## src/rtl/dht11_pkg.sv

```systemverilog
// dht11_pkg: state encoding, protocol timing and checksum helper shared by
// the DHT11 responder and the DHT11 host controller.
package dht11_pkg;

    typedef enum logic [3:0] {
        ST_IDLE,
        ST_HOST_LOW,
        ST_RESP_DELAY,
        ST_ACK_LOW,
        ST_ACK_HIGH,
        ST_BIT_LOW,
        ST_BIT_HIGH,
        ST_END_LOW
    } dht11_state_e;

    localparam int ACK_LOW_US   = 80;
    localparam int ACK_HIGH_US  = 80;
    localparam int BIT_LOW_US   = 50;
    localparam int BIT0_HIGH_US = 26;
    localparam int BIT1_HIGH_US = 70;
    localparam int END_LOW_US   = 50;
    localparam int FRAME_BITS   = 40;
    localparam int US_CNT_W     = 15;

    function automatic logic [7:0] dht11_checksum(
        input logic [7:0] a,
        input logic [7:0] b,
        input logic [7:0] c,
        input logic [7:0] d
    );
        return a + b + c + d;
    endfunction

endpackage

```

## src/rtl/dht11_us_tick.sv

```systemverilog
// dht11_us_tick: restartable microsecond prescaler; the restart cycle
// counts as the first clock of the new microsecond.
module dht11_us_tick #(
    parameter int CLKS_PER_US = 50
) (
    input  logic clk,
    input  logic rst_n,
    input  logic restart,
    output logic tick
);

    localparam int PW = (CLKS_PER_US > 1) ? $clog2(CLKS_PER_US) : 1;

    logic [PW-1:0] r_cnt;
    logic [PW-1:0] w_pos;

    assign w_pos = restart ? '0 : r_cnt;
    assign tick  = (w_pos == PW'(CLKS_PER_US - 1));

    always_ff @(posedge clk or negedge rst_n) begin
        if (!rst_n) begin
            r_cnt <= '0;
        end else if (tick) begin
            r_cnt <= '0;
        end else begin
            r_cnt <= w_pos + PW'(1);
        end
    end

endmodule

```

## src/rtl/dht11_responder.sv

```systemverilog
// dht11_responder: DHT11 sensor emulator driving ack + 40-bit frame.
// Optional DHT11_RESP_CRC_ERR_EN adds crc_corrupt to invert the checksum.
module dht11_responder
    import dht11_pkg::*;
#(
    parameter int CLKS_PER_US   = 50,
    parameter int START_MIN_US  = 10000,
    parameter int RESP_DELAY_US = 13
) (
    input  logic       clk,
    input  logic       rst_n,
    input  logic       dht_in,
    output logic       dht_drive_low,
    input  logic [7:0] humi_int,
    input  logic [7:0] humi_dec,
    input  logic [7:0] temp_int,
    input  logic [7:0] temp_dec,
`ifdef DHT11_RESP_CRC_ERR_EN
    input  logic       crc_corrupt,
`endif
    output logic       busy,
    output logic       frame_done,
    output logic       bus_err
);

    dht11_state_e        r_state;
    logic                r_sync1;
    logic                r_din_s;
    logic                r_restart;
    logic [1:0]          r_age;
    logic [US_CNT_W-1:0] r_us;
    logic [5:0]          r_bit;
    logic [39:0]         r_shift;
    logic                r_drive;
    logic                r_busy;
    logic                r_done;
    logic                r_err;

    logic                w_tick;
    logic [1:0]          w_age;
    logic                w_settled;
    logic [US_CNT_W-1:0] w_us;
    logic [US_CNT_W-1:0] w_len;
    logic                w_done;
    logic                w_collide;
    logic [7:0]          w_chk;

    dht11_us_tick #(.CLKS_PER_US(CLKS_PER_US)) u_tick (
        .clk     (clk),
        .rst_n   (rst_n),
        .restart (r_restart),
        .tick    (w_tick)
    );

    assign w_us      = r_restart ? '0 : r_us;
    assign w_age     = r_restart ? '0 : r_age;
    // the first two cycles of a state still see the old bus level
    assign w_settled = (w_age == 2'd2);
    assign w_done    = w_tick && (w_us == w_len - 15'd1);
    assign w_collide = w_settled && !r_din_s;

`ifdef DHT11_RESP_CRC_ERR_EN
    assign w_chk = dht11_checksum(humi_int, humi_dec, temp_int, temp_dec)
                 ^ {8{crc_corrupt}};
`else
    assign w_chk = dht11_checksum(humi_int, humi_dec, temp_int, temp_dec);
`endif

    always_comb begin
        w_len = 15'd1;
        unique case (r_state)
            ST_RESP_DELAY: w_len = 15'(RESP_DELAY_US);
            ST_ACK_LOW:    w_len = 15'(ACK_LOW_US);
            ST_ACK_HIGH:   w_len = 15'(ACK_HIGH_US);
            ST_BIT_LOW:    w_len = 15'(BIT_LOW_US);
            ST_BIT_HIGH:   w_len = r_shift[39] ? 15'(BIT1_HIGH_US)
                                               : 15'(BIT0_HIGH_US);
            ST_END_LOW:    w_len = 15'(END_LOW_US);
            default:       w_len = 15'd1;
        endcase
    end

    always_ff @(posedge clk or negedge rst_n) begin
        if (!rst_n) begin
            r_sync1 <= 1'b1;
            r_din_s <= 1'b1;
            r_age   <= '0;
            r_us    <= '0;
        end else begin
            r_sync1 <= dht_in;
            r_din_s <= r_sync1;
            r_age   <= w_settled ? 2'd2 : w_age + 2'd1;
            if (w_tick && w_us != '1) r_us <= w_us + 15'd1;
            else                      r_us <= w_us;
        end
    end

    always_ff @(posedge clk or negedge rst_n) begin
        if (!rst_n) begin
            r_state   <= ST_IDLE;
            r_restart <= 1'b0;
            r_bit     <= '0;
            r_shift   <= '0;
            r_drive   <= 1'b0;
            r_busy    <= 1'b0;
            r_done    <= 1'b0;
            r_err     <= 1'b0;
        end else begin
            r_restart <= 1'b0;
            r_done    <= 1'b0;
            r_err     <= 1'b0;
            unique case (r_state)
                ST_IDLE: begin
                    r_drive <= 1'b0;
                    if (w_settled && !r_din_s) begin
                        r_state   <= ST_HOST_LOW;
                        r_restart <= 1'b1;
                    end
                end
                ST_HOST_LOW: begin
                    if (r_din_s) begin
                        r_restart <= 1'b1;
                        if (w_us >= 15'(START_MIN_US)) begin
                            r_shift <= {humi_int, humi_dec,
                                        temp_int, temp_dec, w_chk};
                            r_bit   <= '0;
                            r_busy  <= 1'b1;
                            r_state <= ST_RESP_DELAY;
                        end else begin
                            r_state <= ST_IDLE;
                        end
                    end
                end
                ST_RESP_DELAY: begin
                    if (w_done) begin
                        r_state   <= ST_ACK_LOW;
                        r_restart <= 1'b1;
                        r_drive   <= 1'b1;
                    end
                end
                ST_ACK_LOW: begin
                    if (w_done) begin
                        r_state   <= ST_ACK_HIGH;
                        r_restart <= 1'b1;
                        r_drive   <= 1'b0;
                    end
                end
                ST_ACK_HIGH, ST_BIT_HIGH: begin
                    if (w_collide) begin
                        r_state   <= ST_IDLE;
                        r_restart <= 1'b1;
                        r_drive   <= 1'b0;
                        r_busy    <= 1'b0;
                        r_err     <= 1'b1;
                    end else if (w_done) begin
                        r_restart <= 1'b1;
                        r_drive   <= 1'b1;
                        if (r_state == ST_ACK_HIGH) begin
                            r_state <= ST_BIT_LOW;
                        end else begin
                            r_shift <= {r_shift[38:0], 1'b0};
                            if (r_bit == 6'(FRAME_BITS - 1)) begin
                                r_state <= ST_END_LOW;
                            end else begin
                                r_bit   <= r_bit + 6'd1;
                                r_state <= ST_BIT_LOW;
                            end
                        end
                    end
                end
                ST_BIT_LOW: begin
                    if (w_done) begin
                        r_state   <= ST_BIT_HIGH;
                        r_restart <= 1'b1;
                        r_drive   <= 1'b0;
                    end
                end
                ST_END_LOW: begin
                    if (w_done) begin
                        r_state   <= ST_IDLE;
                        r_restart <= 1'b1;
                        r_drive   <= 1'b0;
                        r_busy    <= 1'b0;
                        r_done    <= 1'b1;
                    end
                end
                default: begin
                    r_state   <= ST_IDLE;
                    r_restart <= 1'b1;
                    r_drive   <= 1'b0;
                    r_busy    <= 1'b0;
                end
            endcase
        end
    end

    assign dht_drive_low = r_drive;
    assign busy          = r_busy;
    assign frame_done    = r_done;
    assign bus_err       = r_err;

endmodule
```

## config.mk

```make
export PLATFORM = sky130hd
export DESIGN_NAME = dht11_responder
export DESIGN_NICKNAME = d
export VERILOG_FILES = /design/src/rtl/dht11_pkg.sv /design/src/rtl/dht11_us_tick.sv /design/src/rtl/dht11_responder.sv
export SDC_FILE = /design/constraint.sdc
export NUM_CORES = 1
export LEC_CHECK = 0
export BUFFER_PORTS_ARGS = -buffer_cell sky130_fd_sc_hd__buf_2
export CORE_MARGIN = 2
export CORE_UTILIZATION = 55
export DETAILED_ROUTE_END_ITERATION = 8
export GPL_TIMING_DRIVEN = 0
export MAX_ROUTING_LAYER = met4
export PLACE_DENSITY_LB_ADDON = 0.15
export SLEW_MARGIN = 20
export SYNTH_ARGS = -nofsm -noshare
export SYNTH_HDL_FRONTEND = slang
export SYNTH_SLANG_ARGS = --single-unit
```

## constraint.sdc

```tcl
create_clock -name clk -period 4.5 [get_ports clk]
set_clock_uncertainty 0.2 [all_clocks]
set_input_delay 0.45 -clock clk [delete_from_list [all_inputs] [get_ports clk]]
set_output_delay 0.45 -clock clk [all_outputs]
set_load 0.005 [all_outputs]
```

After elaboration in Yosys (flattened, before gate mapping)
Index checks and enable logic that the tools add are counted.

word-level totals
  register bits after elaboration = 80
  bits of input ports = 35
  output and inout bits = 4
  logic and storage cells = 115

operators by class
  add/subtract/negate cells = 8
  order comparisons = 1
  eq/ne operators = 26
  muxes and demuxes = 48
  bitwise operators = 2
  reduce and logical (&&, ||, !) cells = 17

operator list
  kind                                                                                   number
  40-bit two-way mux                                                                     5
  40-bit case mux with 2 select lines                                                    1
  6-bit two-way mux                                                                      8
  4-bit two-way mux                                                                      8
  15-bit two-way mux                                                                     2
  4-bit case mux with 7 select lines                                                     1
  7-bit case mux with 4 select lines                                                     1
  8-bit adder                                                                            3
  2-bit inequality test, second input constant                                           12
  4-bit by 3-bit == test with 1-bit output, second input constant                        4
  15-bit by 1-bit adder with 15-bit output, second input constant                        1
  15-bit == test                                                                         1
  15-bit by 14-bit greater-or-equal comparator with 1-bit output, second input constant  1
  15-bit inequality test, second input constant                                          1
  15-bit by 1-bit subtractor with 15-bit output, second input constant                   1
  7-bit AND reduction                                                                    2
  6-bit by 1-bit adder with 6-bit output, second input constant                          2
  6-bit == test, second input constant                                                   2
  1-bit two-way mux                                                                      12
  1-bit case mux with 4 select lines                                                     3
  6-bit case mux with 2 select lines                                                     1
  2-bit two-way mux                                                                      5
  4-bit by 2-bit == test with 1-bit output, second input constant                        2
  4-bit OR reduction                                                                     2
  other kinds (16)                                                                       21

Logic depth before layout (Yosys ltp)
Gate-level depths: netlist of run 1.

  word-level depth = 9
  depth in mapped cells = 16
  gate-level depth less buffers = 13

By module
A second synthesis of run 1 with hierarchy kept.

unflattened totals
  cells, all modules = 460
  area, all modules = 4829.6 µm²

by module, submodules not included
  module           instances  cells an instance  area an instance (µm²)  sequential area each (µm²)
  dht11_responder  1          428                4488.1                  1829.3
  dht11_us_tick    1          32                 341.6                   150.1

Worst setup path before layout of run 1
OpenSTA, ideal clock, no wires.

  path kind = reg2reg
  start point = reg r_state[0]
  end point = reg r_shift[12]
  setup time = 123 ps
  arrival time = 3268 ps
  data required time = 4177 ps
  setup slack = 909 ps
  cell stages (with the launch flop) = 17
  buffers on the path = 4
  period minus slack after synthesis = 3591 ps
  path through = dfrtp_1 > buf_4 > clkbuf_1 > o21ai_0 > ha_1 > or3b_1 > inv_1 > ha_1 > nor4b_1 > a31oi_1 > o21ai_0 > and4_1 > o311a_1 > nand2_1 > buf_2 > buf_4 > o221a_1

between the ends
  word-level cells in the longest chain between the ends = 8
  elaborated cells between the ends (all ways) = 22
  those cells by class = 1 x add/sub; 13 x eq/ne; 2 x mux; 6 x reduce/logical

ends and longest elaborated chain
  item                                                                    line                    source
  from (decl)                                                             dht11_responder.sv:26   dht11_state_e r_state;
  from (signal assigned)                                                  dht11_responder.sv:100  r_state <= ST_IDLE;
  from (signal assigned)                                                  dht11_responder.sv:116  r_state <= ST_HOST_LOW;
  from (signal assigned)                                                  dht11_responder.sv:128  r_state <= ST_RESP_DELAY;
  4-bit by 3-bit == test with 1-bit output, or another cell as far along  dht11_responder.sv:71   unique case (r_state)
  2-bit OR reduction (no source line)                                     n/a
  7-bit case mux with 4 select lines                                      dht11_responder.sv:71
  15-bit by 1-bit subtractor with 15-bit output                           dht11_responder.sv:59   assign w_done = w_tick && (w_us == w_len - 15'd1);
  15-bit == test                                                          dht11_responder.sv:59
  1-bit logical AND                                                       dht11_responder.sv:59
  2-bit inequality test (no source line)                                  n/a
  6-bit AND reduction (no source line)                                    n/a
  to (signal assigned)                                                    dht11_responder.sv:124  r_shift <= {humi_int, humi_dec,
  to (signal assigned)                                                    dht11_responder.sv:161  r_shift <= {r_shift[38:0], 1'b0};
  to (decl)                                                               dht11_responder.sv:33   logic [39:0] r_shift;

Parallel ways exist; a longest one is shown, timed or not.
A chain may end at the register's enable or synchronous reset.

Final worst setup path of run 1
  start point = reg r_state[1]
  end point = reg r_shift[18]

The elaborated chain is that of the path after synthesis.

==> out/metrics.cfg, run 1 <==
[pwr]
power.leakage_nw=2.38
power_density_mw_per_mm2=454
ir_worst_vdd_uv=204

[hold_path]
hp-class=flop to flop
min-delay-start=r_sync1$_DFF_PN1_
hold_end=r_din_s$_DFF_PN1_
hold_path_depth=0

[finish]
area_growth_pct=11.5
num_antenna_cells=0
nets=588
seq_area_mm2=0.00198
fin_util_pct=62.7
multi_input_area_mm2=0.00266
drive_above_1_share_pct=16.7
nFillCells=733

[global_routing]
grt_antenna_before_repair=0
grt_pass1_vias=3838
grt_usage_pct=24.8
grt_pass1_wl_mm=18.8
grt_overflow=0
grt_max_degree=45

[logic_synthesis]
synth-async-reset-ratio_pct=100
synthesis.instances=471
netlist_top_cells_area=dfrtp_1, o221a_1, fa_1
ys_top_cells_by_count=dfrtp_1, o221a_1, or3_1
ys_types=61
yosysTopAreaCell=dfrtp_1
syn-num-nets=536
ys_seq_area_share_pct=40.8
netlist_area_mm2=0.00485
synth_top_area_share_pct=39.7
yosys_warnings=0
synth_edf_count=0
postSynthAreaPerCell_um2=10.3
ys_ff_latch=79
synth_most_common_cell=dfrtp_1
ys.flop_type=dfrtp_1

[sta]
fin_crit_ns=4.17
relSlewSlack_pct=47.1
max_clock_freq_mhz=240
grt_setup_unrepaired=no
final-hold-violation-count=0
fin_crit_sh_pct=92.6
slew_viol_final=0
hold_ws_ns=0.173
tightest_slew_ns=0.787
fin_tns_setup_ns=0
finalSetupViolations=0

[clock_tree]
cts_buffer_depth=2
cts_sinks=79
clk_latency_ns=0.35
post_cts_buffers=0
cts_buffers=9
clk_pin_slew_ns=0.09
cts_tree=done
htreeDepth=3
cts-root-buf=clkbuf_8

[routing]
dr_total_vias=3857
final_antenna_net_count=0
vias_per_cell=6.06
first_iter_violations=227
drt_wl_total_mm=11.1
wl_per_cell_um=17.5
drt_first_pass_iters=5
drc=0

[die]
die_area_mm2=0.00959
die_height_um=97.9
row_count=34
core-area_mm2=0.00864
die_w_um=97.9
start_util_pct=56.2
pin_count=39

[setup_path]
critical_path_class=flop to flop
crit_fanout=10
cp.arrival_ns=4.21
r2r_start=r_state[1]$_DFFE_PN0P_
r2r-end=r_shift[18]$_DFFE_PN0P_
worstPathRequired_ns=4.55
reg2reg_slack_ns=0.33
start_kind=flop
endpoint_kind=flop
r2r_cells=16

[placement]
dpl.hpwl_mm=8.35
gp_congestion=0.893
io_buffers=38

[run]
maxCapViolCount=0

[run_status]
status=complete, no violations

-- per-stage QoR --
step | cell area [µm²] | worst slack (ns) | cells | power (mW)
2_1_floorplan | 4850 | 0.909 | 471 | 1.70
3_3_place_gp | 5180 | 0.338 | 617 | 1.91
3_5_place_dp | 5200 | 0.191 | 618 | 1.96
4_1_cts | 5400 | 0.161 | 636 | 2.46
5_1_grt | 5410 | 0.0869 | 636 | 2.63
6_report | 5410 | 0.331 | 636 | 2.46
-- state kept, by name, summed over array words and instances, names as in the netlist --
register and cells:
r_us 15, r_state 3, r_restart 1, r_shift 40, r_sync1 1, frame_done 1, r_din_s 1, dht_drive_low 1
r_age 2, u_tick.r_cnt 6, bus_err 1, busy 1, r_bit 6
-- cells in the final DEF (no fill, tap or decap), types with 11 or more instances in the layout --
cell type,Yosys,final
dfrtp_1,77,77
buf_2,13,50
o221a_1,38,38
or3_1,34,34
nor2_1,31,31
nand2_1,24,24
inv_1,18,18
xnor2_1,17,17
ha_1,16,15
a21oi_1,14,14
clkbuf_1,15,14
fa_1,14,14
xor2_1,13,13
nand3_1,13,13
nor2b_1,12,12
nand4_1,12,12
nand2b_1,12,12
o21ai_0,12,11
-- worst max-delay path: stages, from the launching register on --
cell	delay, ns
dfrtp_1	0.37
buf_2	0.17
clkbuf_1	0.23
o21ai_1	0.26
ha_2	0.29
or3b_1	0.41
inv_1	0.08
ha_1	0.26
nor4b_2	0.24
a31oi_1	0.07
o21ai_0	0.18
and4_1	0.27
o311a_1	0.27
nand2_1	0.10
buf_2	0.22
buf_4	0.19
o221a_1	0.24
-- report_power, final --
group          internal [mW]  switching [mW]  total (mW)
combinational          0.451           0.537       0.988
clock                  0.206           0.294       0.500
sequential             0.875          0.0964       0.971
-- metal layers --
metal / share of wire [%] / vias to the layer above / track usage (%)
li1: - / 1835 / -
met1: 46 / 1899 / 33.8
met2: 48 / 101 / 39.3
met3: 3.7 / 22 / 2.93
met4: 1.7 / 0 / 7.80
met5: 0 / - / -
-- logic make-up after synthesis --
logic type	Yosys count	share of synthesized area [%]
AOI/OAI and AO/OA	98	17.3
xor gates and xnor gates	30	5.41
adders and majority gates	30	9.90
buffers and inverters	50	4.59
DFF	79	40.8
muxes	4	0.954
and+or+nand+nor	180	21.1
-- how the worst max path moves through the flow --
stage                               to  slack (ns)              startpoint  depth (start not counted)
6_report       r_shift[18]$_DFFE_PN0P_        0.33  r_state[1]$_DFFE_PN0P_                         16
5_1_grt        r_shift[16]$_DFFE_PN0P_        0.09  r_state[1]$_DFFE_PN0P_                         16
4_1_cts        r_shift[18]$_DFFE_PN0P_        0.16  r_state[2]$_DFFE_PN0P_                         16
3_5_place_dp   r_shift[18]$_DFFE_PN0P_        0.19  r_state[2]$_DFFE_PN0P_                         16
3_3_place_gp   r_shift[16]$_DFFE_PN0P_        0.34  r_state[2]$_DFFE_PN0P_                         16
2_1_floorplan  r_shift[12]$_DFFE_PN0P_        0.91  r_state[0]$_DFFE_PN0P_                         16
-- timing repair --
action,4_1_cts,5_1_grt
endpoints found under the hold margin,34,0
resized for setup,0,5
hold buffers,2,0
endpoints found under the setup margin,0,23
-- area by class of cell --
class                      instances  area share, %
multi-input combinational        342           49.2
sequential                        79           36.6
timing repair buffer              41           4.30
buffer                            32           2.89
tap                              108           2.50
clock buffer                       9           2.29
inverter                          18           1.25
clock inverter                     7           1.04
Power figures use the tool's default switching activity.
==> run 2, diff against run 1 <==
Settings changed: SYNTH_HIERARCHICAL from default to 1.
==> run 2 against run 1 <==
  * Non-clock buffer count down 8
  * Combinational power down 22%
  * Critical path type unchanged
  * Worst hold slack worse by 0.0080 ns
  * Highest routed layer unchanged
  * Largest cell class unchanged
  * Largest power group is now registers
==> out/metrics.cfg, run 2 <==
[routing]
drc=0  ; unchanged
final_antenna_net_count=0  ; unchanged
first_iter_violations=181  ; -20%
wl_per_cell_um=16.6  ; -5.2%
dr_total_vias=3699  ; -4.1%
drt_wl_total_mm=10.4  ; -6.8%
drt_first_pass_iters=7  ; +2
vias_per_cell=5.92  ; -2.4%

[logic_synthesis]
yosys_warnings=6  ; +6
synth_top_family_by_area=simple AND/OR/NAND/NOR gates
muxShareOfSynthArea_pct=0.622  ; -0.33 points
synth_top_area_share_pct=39.9  ; +0.20 points
ys_types=68  ; +11%
postSynthAreaPerCell_um2=10.5  ; +1.9%
synthSimpleGateAreaFrac_pct=21.1  ; +0.026 points
synth-xor-area-share_pct=5.08  ; -0.34 points
synth_most_common_cell=dfrtp_1
synthesis.instances=460  ; -2.3%
ys_seq_area_share_pct=41.0  ; +0.20 points
ys_ff_latch=79  ; unchanged
synth_compound_area_share_pct=18.0  ; +0.73 points
synth-async-reset-ratio_pct=100  ; unchanged
synth_adder_area_share_pct=9.95  ; +0.049 points
synth_edf_count=0  ; unchanged
netlist_top_cells_area=dfrtp_1, a221o_1, fa_1
ys.flop_type=dfrtp_1
yosysTopAreaCell=dfrtp_1
netlist_area_mm2=0.00483  ; -0.49%
ys_top_cells_by_count=dfrtp_1, a221o_1, and2_1
syn-num-nets=525  ; -2.1%

[sta]
grt_setup_unrepaired=no
max_clock_freq_mhz=253  ; +5.6%
fin_tns_setup_ns=0  ; unchanged
tightest_slew_ns=0.675  ; -0.111 ns
final-hold-violation-count=0  ; unchanged
fin_crit_ns=3.95  ; -0.220 ns
fin_crit_sh_pct=87.7  ; -4.9 points
relSlewSlack_pct=54.5  ; +7.4 points
slew_viol_final=0  ; unchanged
finalSetupViolations=0  ; unchanged

[pwr]
power.leakage_nw=2.47  ; +3.7%
ir_worst_vdd_uv=148  ; -27%
power_density_mw_per_mm2=409  ; -9.9%

[clock_tree]
cts_sinks=79  ; unchanged
cts_buffers=9  ; unchanged
hold_buffers=2  ; unchanged
post_cts_buffers=0  ; unchanged
cts_resized=0  ; unchanged
clk_pin_slew_ns=0.09  ; about the same
cts_buffer_depth=2  ; unchanged
htreeDepth=3  ; unchanged
cts_tree=done
cts-root-buf=clkbuf_8
clk_latency_ns=0.35  ; about the same

[placement]
io_buffers=38  ; unchanged
gp_congestion=0.864  ; -3.2%
dpl.hpwl_mm=7.83  ; -6.2%

[hold_path]
hold_end=r_din_s$_DFF_PN1_
hold_path_depth=0  ; unchanged
hp-class=flop to flop
min-delay-start=r_sync1$_DFF_PN1_

[setup_path]
r2r-end=r_shift[25]$_DFFE_PN0P_
endpoint_kind=flop
critical_path_class=flop to flop
r2r_start=r_state[0]$_DFFE_PN0P_
r2r_cells=16  ; unchanged
reg2reg_slack_ns=0.55  ; +0.22 ns
start_kind=flop
crit_fanout=10  ; unchanged
cp.arrival_ns=4.03  ; -0.18 ns
worstPathRequired_ns=4.58  ; +0.03 ns

[global_routing]
grt_pass1_wl_mm=18.1  ; -3.9%
grt_antenna_before_repair=0  ; unchanged
grt_usage_pct=24.0  ; -0.79 points
grt_overflow=0  ; unchanged
grt_max_degree=57  ; +27%
grt_pass1_vias=3809  ; -0.76%

[die]
row_count=34  ; unchanged
core-area_mm2=0.00864  ; unchanged
die_height_um=97.7  ; -0.24%
die_area_mm2=0.00955  ; -0.48%
start_util_pct=55.9  ; -0.28 points
pin_count=39  ; unchanged
die_w_um=97.7  ; -0.24%

[finish]
final_cell_mix=dfrtp_1, buf_2, and2_1, a221o_1, nor2_1
drive_above_1_share_pct=17.2  ; +0.55 points
final_common_cell=dfrtp_1
num_antenna_cells=0  ; unchanged
area_growth_pct=12.5
largest_reg_flops=40  ; unchanged
nets=577  ; -1.9%
regMostFlops=r_shift
fin_util_pct=62.9  ; +0.28 points
biggestRegsByFlops=r_shift (40), r_us (15)

[run]
maxCapViolCount=0  ; unchanged

[run_status]
status=complete, no violations

==> run 2: cell types whose count changed in the layout (fill, tap and decap cells not counted), moves of 6 or more <==
cell | before | now
or3_1 | 34 | 2
o221a_1 | 38 | 1
a221o_1 | 0 | 38
and2_1 | 0 | 38
buf_2 | 50 | 42
buf_6 | 1 | 7
==> run 2: worst max path at each step <==
| stage | start | end | slack [ns] | cells past startpoint |
|---|---|---|---|---|
| floorplan | r_state[0]$_DFFE_PN0P_ | r_shift[19]$_DFFE_PN0P_ | 1.04 | 15 |
| global placement | r_state[0]$_DFFE_PN0P_ | r_shift[22]$_DFFE_PN0P_ | 0.60 | 16 |
| detailed placement | r_state[0]$_DFFE_PN0P_ | r_shift[24]$_DFFE_PN0P_ | 0.59 | 15 |
| CTS | r_state[0]$_DFFE_PN0P_ | r_shift[25]$_DFFE_PN0P_ | 0.54 | 16 |
| global route | r_state[0]$_DFFE_PN0P_ | r_shift[25]$_DFFE_PN0P_ | 0.19 | 16 |
| finish | r_state[0]$_DFFE_PN0P_ | r_shift[25]$_DFFE_PN0P_ | 0.55 | 16 |
==> run 2: cell type report <==
cell class / count / area, µm²
Timing Repair Buffer: 41 / 240
Fill cell: 739 / 3200
Multi-Input combinational cell: 343 / 2650
Clock inverter: 6 / 92.6
Inverter: 14 / 52.6
Tap cell: 108 / 135
Buffer: 24 / 153
Clock buffer: 10 / 138
Sequential cell: 79 / 1980
==> run 2: logic make-up (layout without fill, tap and decap cells) <==
kind of cell,after synthesis,after routing
simple gates,177,177
mux,3,3
xor+xnor,28,28
compound gates,105,105
buf+inv,38,95
fa+ha+maj,30,30
flops,79,79
==> run 2: stage by stage <==
stage                     hold slack (ns)  setup WS (ns)  area [µm²]  total power, mW  std cells
final                               0.165          0.552        5440             2.22        625
after global routing                0.170          0.192        5440             2.39        625
after CTS                           0.166          0.539        5440             2.25        625
after detailed placement            0.152          0.593        5180             1.63        607
after global placement              0.147          0.599        5150             1.60        606
after floorplan                   -0.0456           1.04        4830             1.43        460
==> run 2: worst max-delay path, stage by stage (launching register included) <==
cell and delay (ns):
dfrtp_1 0.39, buf_2 0.18, buf_1 0.24, o21ai_0 0.24, ha_1 0.26, or3b_4 0.42, inv_2 0.10, ha_1 0.26
a21o_1 0.21, nor3_1 0.14, o211ai_1 0.14, o31ai_4 0.12, nand3_2 0.13, nor2_1 0.29, buf_4 0.24, buf_6 0.16
a221o_1 0.16
==> run 2: per-layer routing <==
metal	vias up	global-route usage (%)	part of all wire, %
li1	1780	-	-
met1	1810	31.9	46
met2	95	38.2	49
met3	14	4.39	3.9
met4	0	6.94	1.4
met5	-	-	0
==> run 2: report_power, final <==
part | internal (mW) | total (mW) | switching, mW
clock | 0.331 | 0.610 | 0.279
sequential | 0.782 | 0.841 | 0.0596
combinational | 0.342 | 0.774 | 0.432
total | 1.45 | 2.22 | 0.770
==> run 3, diff against run 2 <==
Clock period 4.5 ns to 3.5 ns, I/O delays scaled along.
==> run 3 against run 2 <==
  * Non-clock buffer count is 14 higher
  * Worst setup slack got worse by 0.44 ns
  * Die area unchanged
  * Critical path depth shrank 2
  * Clock power up 29%
  * Design area grew 3.8%
  * Worst hold slack lost 0.033 ns
  * Via count is 1.9% higher
  * Final cell count grew 2.2%
  * First-iteration DRC count is 9.4% lower
  * Combinational power increased by 51%
  * Critical path type unchanged
==> out/metrics.cfg, run 3 (synthesis gave the netlist of run 2 again) <==
[setup_path]
slowest_delay_ns=0.42  ; about the same
cp_common_cell=buf_6
worstPathRequired_ns=3.53  ; -1.05 ns
crit_chain=buf_6 > buf_8 > o21ai_2 > ha_2 > or3b_4 > inv_4 > ha_4 > a21o_1 > buf_4 > o31ai_4 > and3_4 > o21ai_4 > buf_6 > a221o_1
cp.arrival_ns=3.42  ; -0.61 ns
reg2reg_slack_ns=0.11  ; -0.44 ns
endpoint_kind=flop
critical_path_class=flop to flop
r2r_start=r_state[0]$_DFFE_PN0P_
crit_slowest_cell=dfrtp_1
crit_fanout=10  ; unchanged
r2r-end=r_shift[14]$_DFFE_PN0P_
start_kind=flop
startpoint=r_state[0]$_DFFE_PN0P_
r2r_cells=14  ; -2

[placement]
io_buffers=38  ; unchanged
gp_congestion=0.864  ; unchanged
postPlaceCellArea_mm2=0.00518  ; unchanged
dpl.hpwl_mm=7.83  ; unchanged
pre_cts_slack_ns=-0.407  ; -1.00 ns

[clock_tree]
cts-root-buf=clkbuf_8
cts_buffer_depth=2  ; unchanged
cts_buffers=9  ; unchanged
htreeDepth=3  ; unchanged
clk_pin_slew_ns=0.09  ; about the same
cts_sinks=79  ; unchanged
clk_latency_ns=0.36  ; about the same
cts_tree=done

[pwr]
ir_worst_vdd_uv=208  ; +40%
power.leakage_nw=2.57  ; +4.3%
power_density_mw_per_mm2=539  ; +32%

[run]
maxCapViolCount=0  ; unchanged

[finish]
final_cell_mix=dfrtp_1, buf_2, and2_1, a221o_1, nor2_1
drive_above_1_share_pct=22.0  ; +4.8 points
regMostFlops=r_shift
area_growth_pct=16.8
final_common_cell=dfrtp_1
biggestRegsByFlops=r_shift (40), r_us (15)
fin_util_pct=65.3  ; +2.4 points
num_antenna_cells=0  ; unchanged
nets=591  ; +2.4%
stdcell_area_mm2=0.00564  ; +3.8%
largest_reg_flops=40  ; unchanged

[routing]
wl_per_cell_um=16.8  ; +1.4%
drt_first_pass_iters=4  ; -3
drt_wl_total_mm=10.8  ; +3.7%
final_antenna_net_count=0  ; unchanged
vias_per_cell=5.90  ; -0.29%
drc=0  ; unchanged
first_iter_violations=164  ; -9.4%
dr_total_vias=3771  ; +1.9%

[sta]
final-hold-violation-count=0  ; unchanged
finalSetupViolations=0  ; unchanged
fin_ws_ns=0.109  ; -0.443 ns
grt_setup_unrepaired=yes
tightest_slew_ns=0.661  ; -0.0148 ns
fin_tns_setup_ns=0  ; unchanged
max_clock_freq_mhz=295  ; +16%
fin_crit_ns=3.39  ; -0.557 ns
fin_crit_sh_pct=96.9  ; +9.1 points
relSlewSlack_pct=55.5  ; +1.0 points
slew_viol_final=0  ; unchanged

[global_routing]
grt_overflow=0  ; unchanged
grt_antenna_before_repair=0  ; unchanged
grt_pass1_vias=3811  ; +0.053%
grt_pass1_wl_mm=18.3  ; +0.84%
grt_usage_pct=24.3  ; +0.22 points
grt_max_degree=57  ; unchanged

[die]
die_height_um=97.7  ; unchanged
row_count=34  ; unchanged
die_w_um=97.7  ; unchanged
start_util_pct=55.9  ; unchanged
die_area_mm2=0.00955  ; unchanged
pin_count=39  ; unchanged
core-area_mm2=0.00864  ; unchanged

[hold_path]
hold_end=r_shift[22]$_DFFE_PN0P_
hold_path_depth=3  ; +3
min-delay-start=temp_int[6]
hp-class=primary input to flop

[run_status]
status=complete, no violations

run 3: changes by cell type in the layout (fill, tap and decap cells not counted), moves of 2 or more:
| cell | before | now |
|---|---|---|
| ha_1 | 16 | 14 |
| clkbuf_2 | 0 | 3 |
| buf_2 | 42 | 40 |
| buf_6 | 7 | 10 |
| buf_8 | 0 | 2 |
| buf_4 | 2 | 15 |
| clkbuf_1 | 10 | 5 |
run 3: area by class of cell:
class                   count  area (µm²)
well taps                 108         135
fillers                   703        2990
multi-input cells         343        2690
clock inverters             6        92.6
plain buffers              24         201
repair buffers             55         355
clock buffers              10         138
inverters                  14        55.1
flip-flops and latches     79        1980
run 3: timing repair:
item	CTS	global route
pin swaps	7	9
setup endpoints to repair	51	50
hold buffers	2	0
gates resized for setup	17	18
cloned	0	1
setup buffers	7	6
hold endpoints to repair	24	0
run 3: critical path: cells and delay by family (launching register included):
family / cells / cell delay [ns]
buffers and inverters: 5 / 0.66
AO/OA/AOI/OAI: 5 / 0.92
flip-flops: 1 / 0.42
adder cells (fa/ha/maj): 2 / 0.40
AND/OR/NAND/NOR: 2 / 0.67
run 3: power breakdown:
part	leakage (nW)	switching [mW]	internal, mW
Sequential	1.06	0.0757	1.01
Combinational	1.40	0.610	0.560
Clock	0.109	0.364	0.425
run 3: worst max-delay path by stage:
stage / endpoint / slack, ns
2_1_floorplan: r_shift[19]$_DFFE_PN0P_ / 0.04
3_3_place_gp: r_shift[22]$_DFFE_PN0P_ / -0.40
3_5_place_dp: r_shift[24]$_DFFE_PN0P_ / -0.41
4_1_cts: r_shift[25]$_DFFE_PN0P_ / 0.002
5_1_grt: r_shift[20]$_DFFE_PN0P_ / -0.04
6_report: r_shift[14]$_DFFE_PN0P_ / 0.11
run 3: routing by layer:
| metal | routed length (µm) | GRT usage [%] |
|---|---|---|
| met1 | 5020 | 32.4 |
| met2 | 5130 | 38.3 |
| met3 | 411 | 4.39 |
| met4 | 201 | 7.05 |
| met5 | 0 | - |
run 3: per-stage QoR:
stage | total power [mW] | instances | hold slack (ns)
2_1_floorplan | 1.84 | 460 | -0.146
3_3_place_gp | 2.05 | 606 | 0.147
3_5_place_dp | 2.09 | 607 | 0.0767
4_1_cts | 2.97 | 632 | 0.124
5_1_grt | 3.25 | 639 | 0.127
6_report | 3.04 | 639 | 0.132
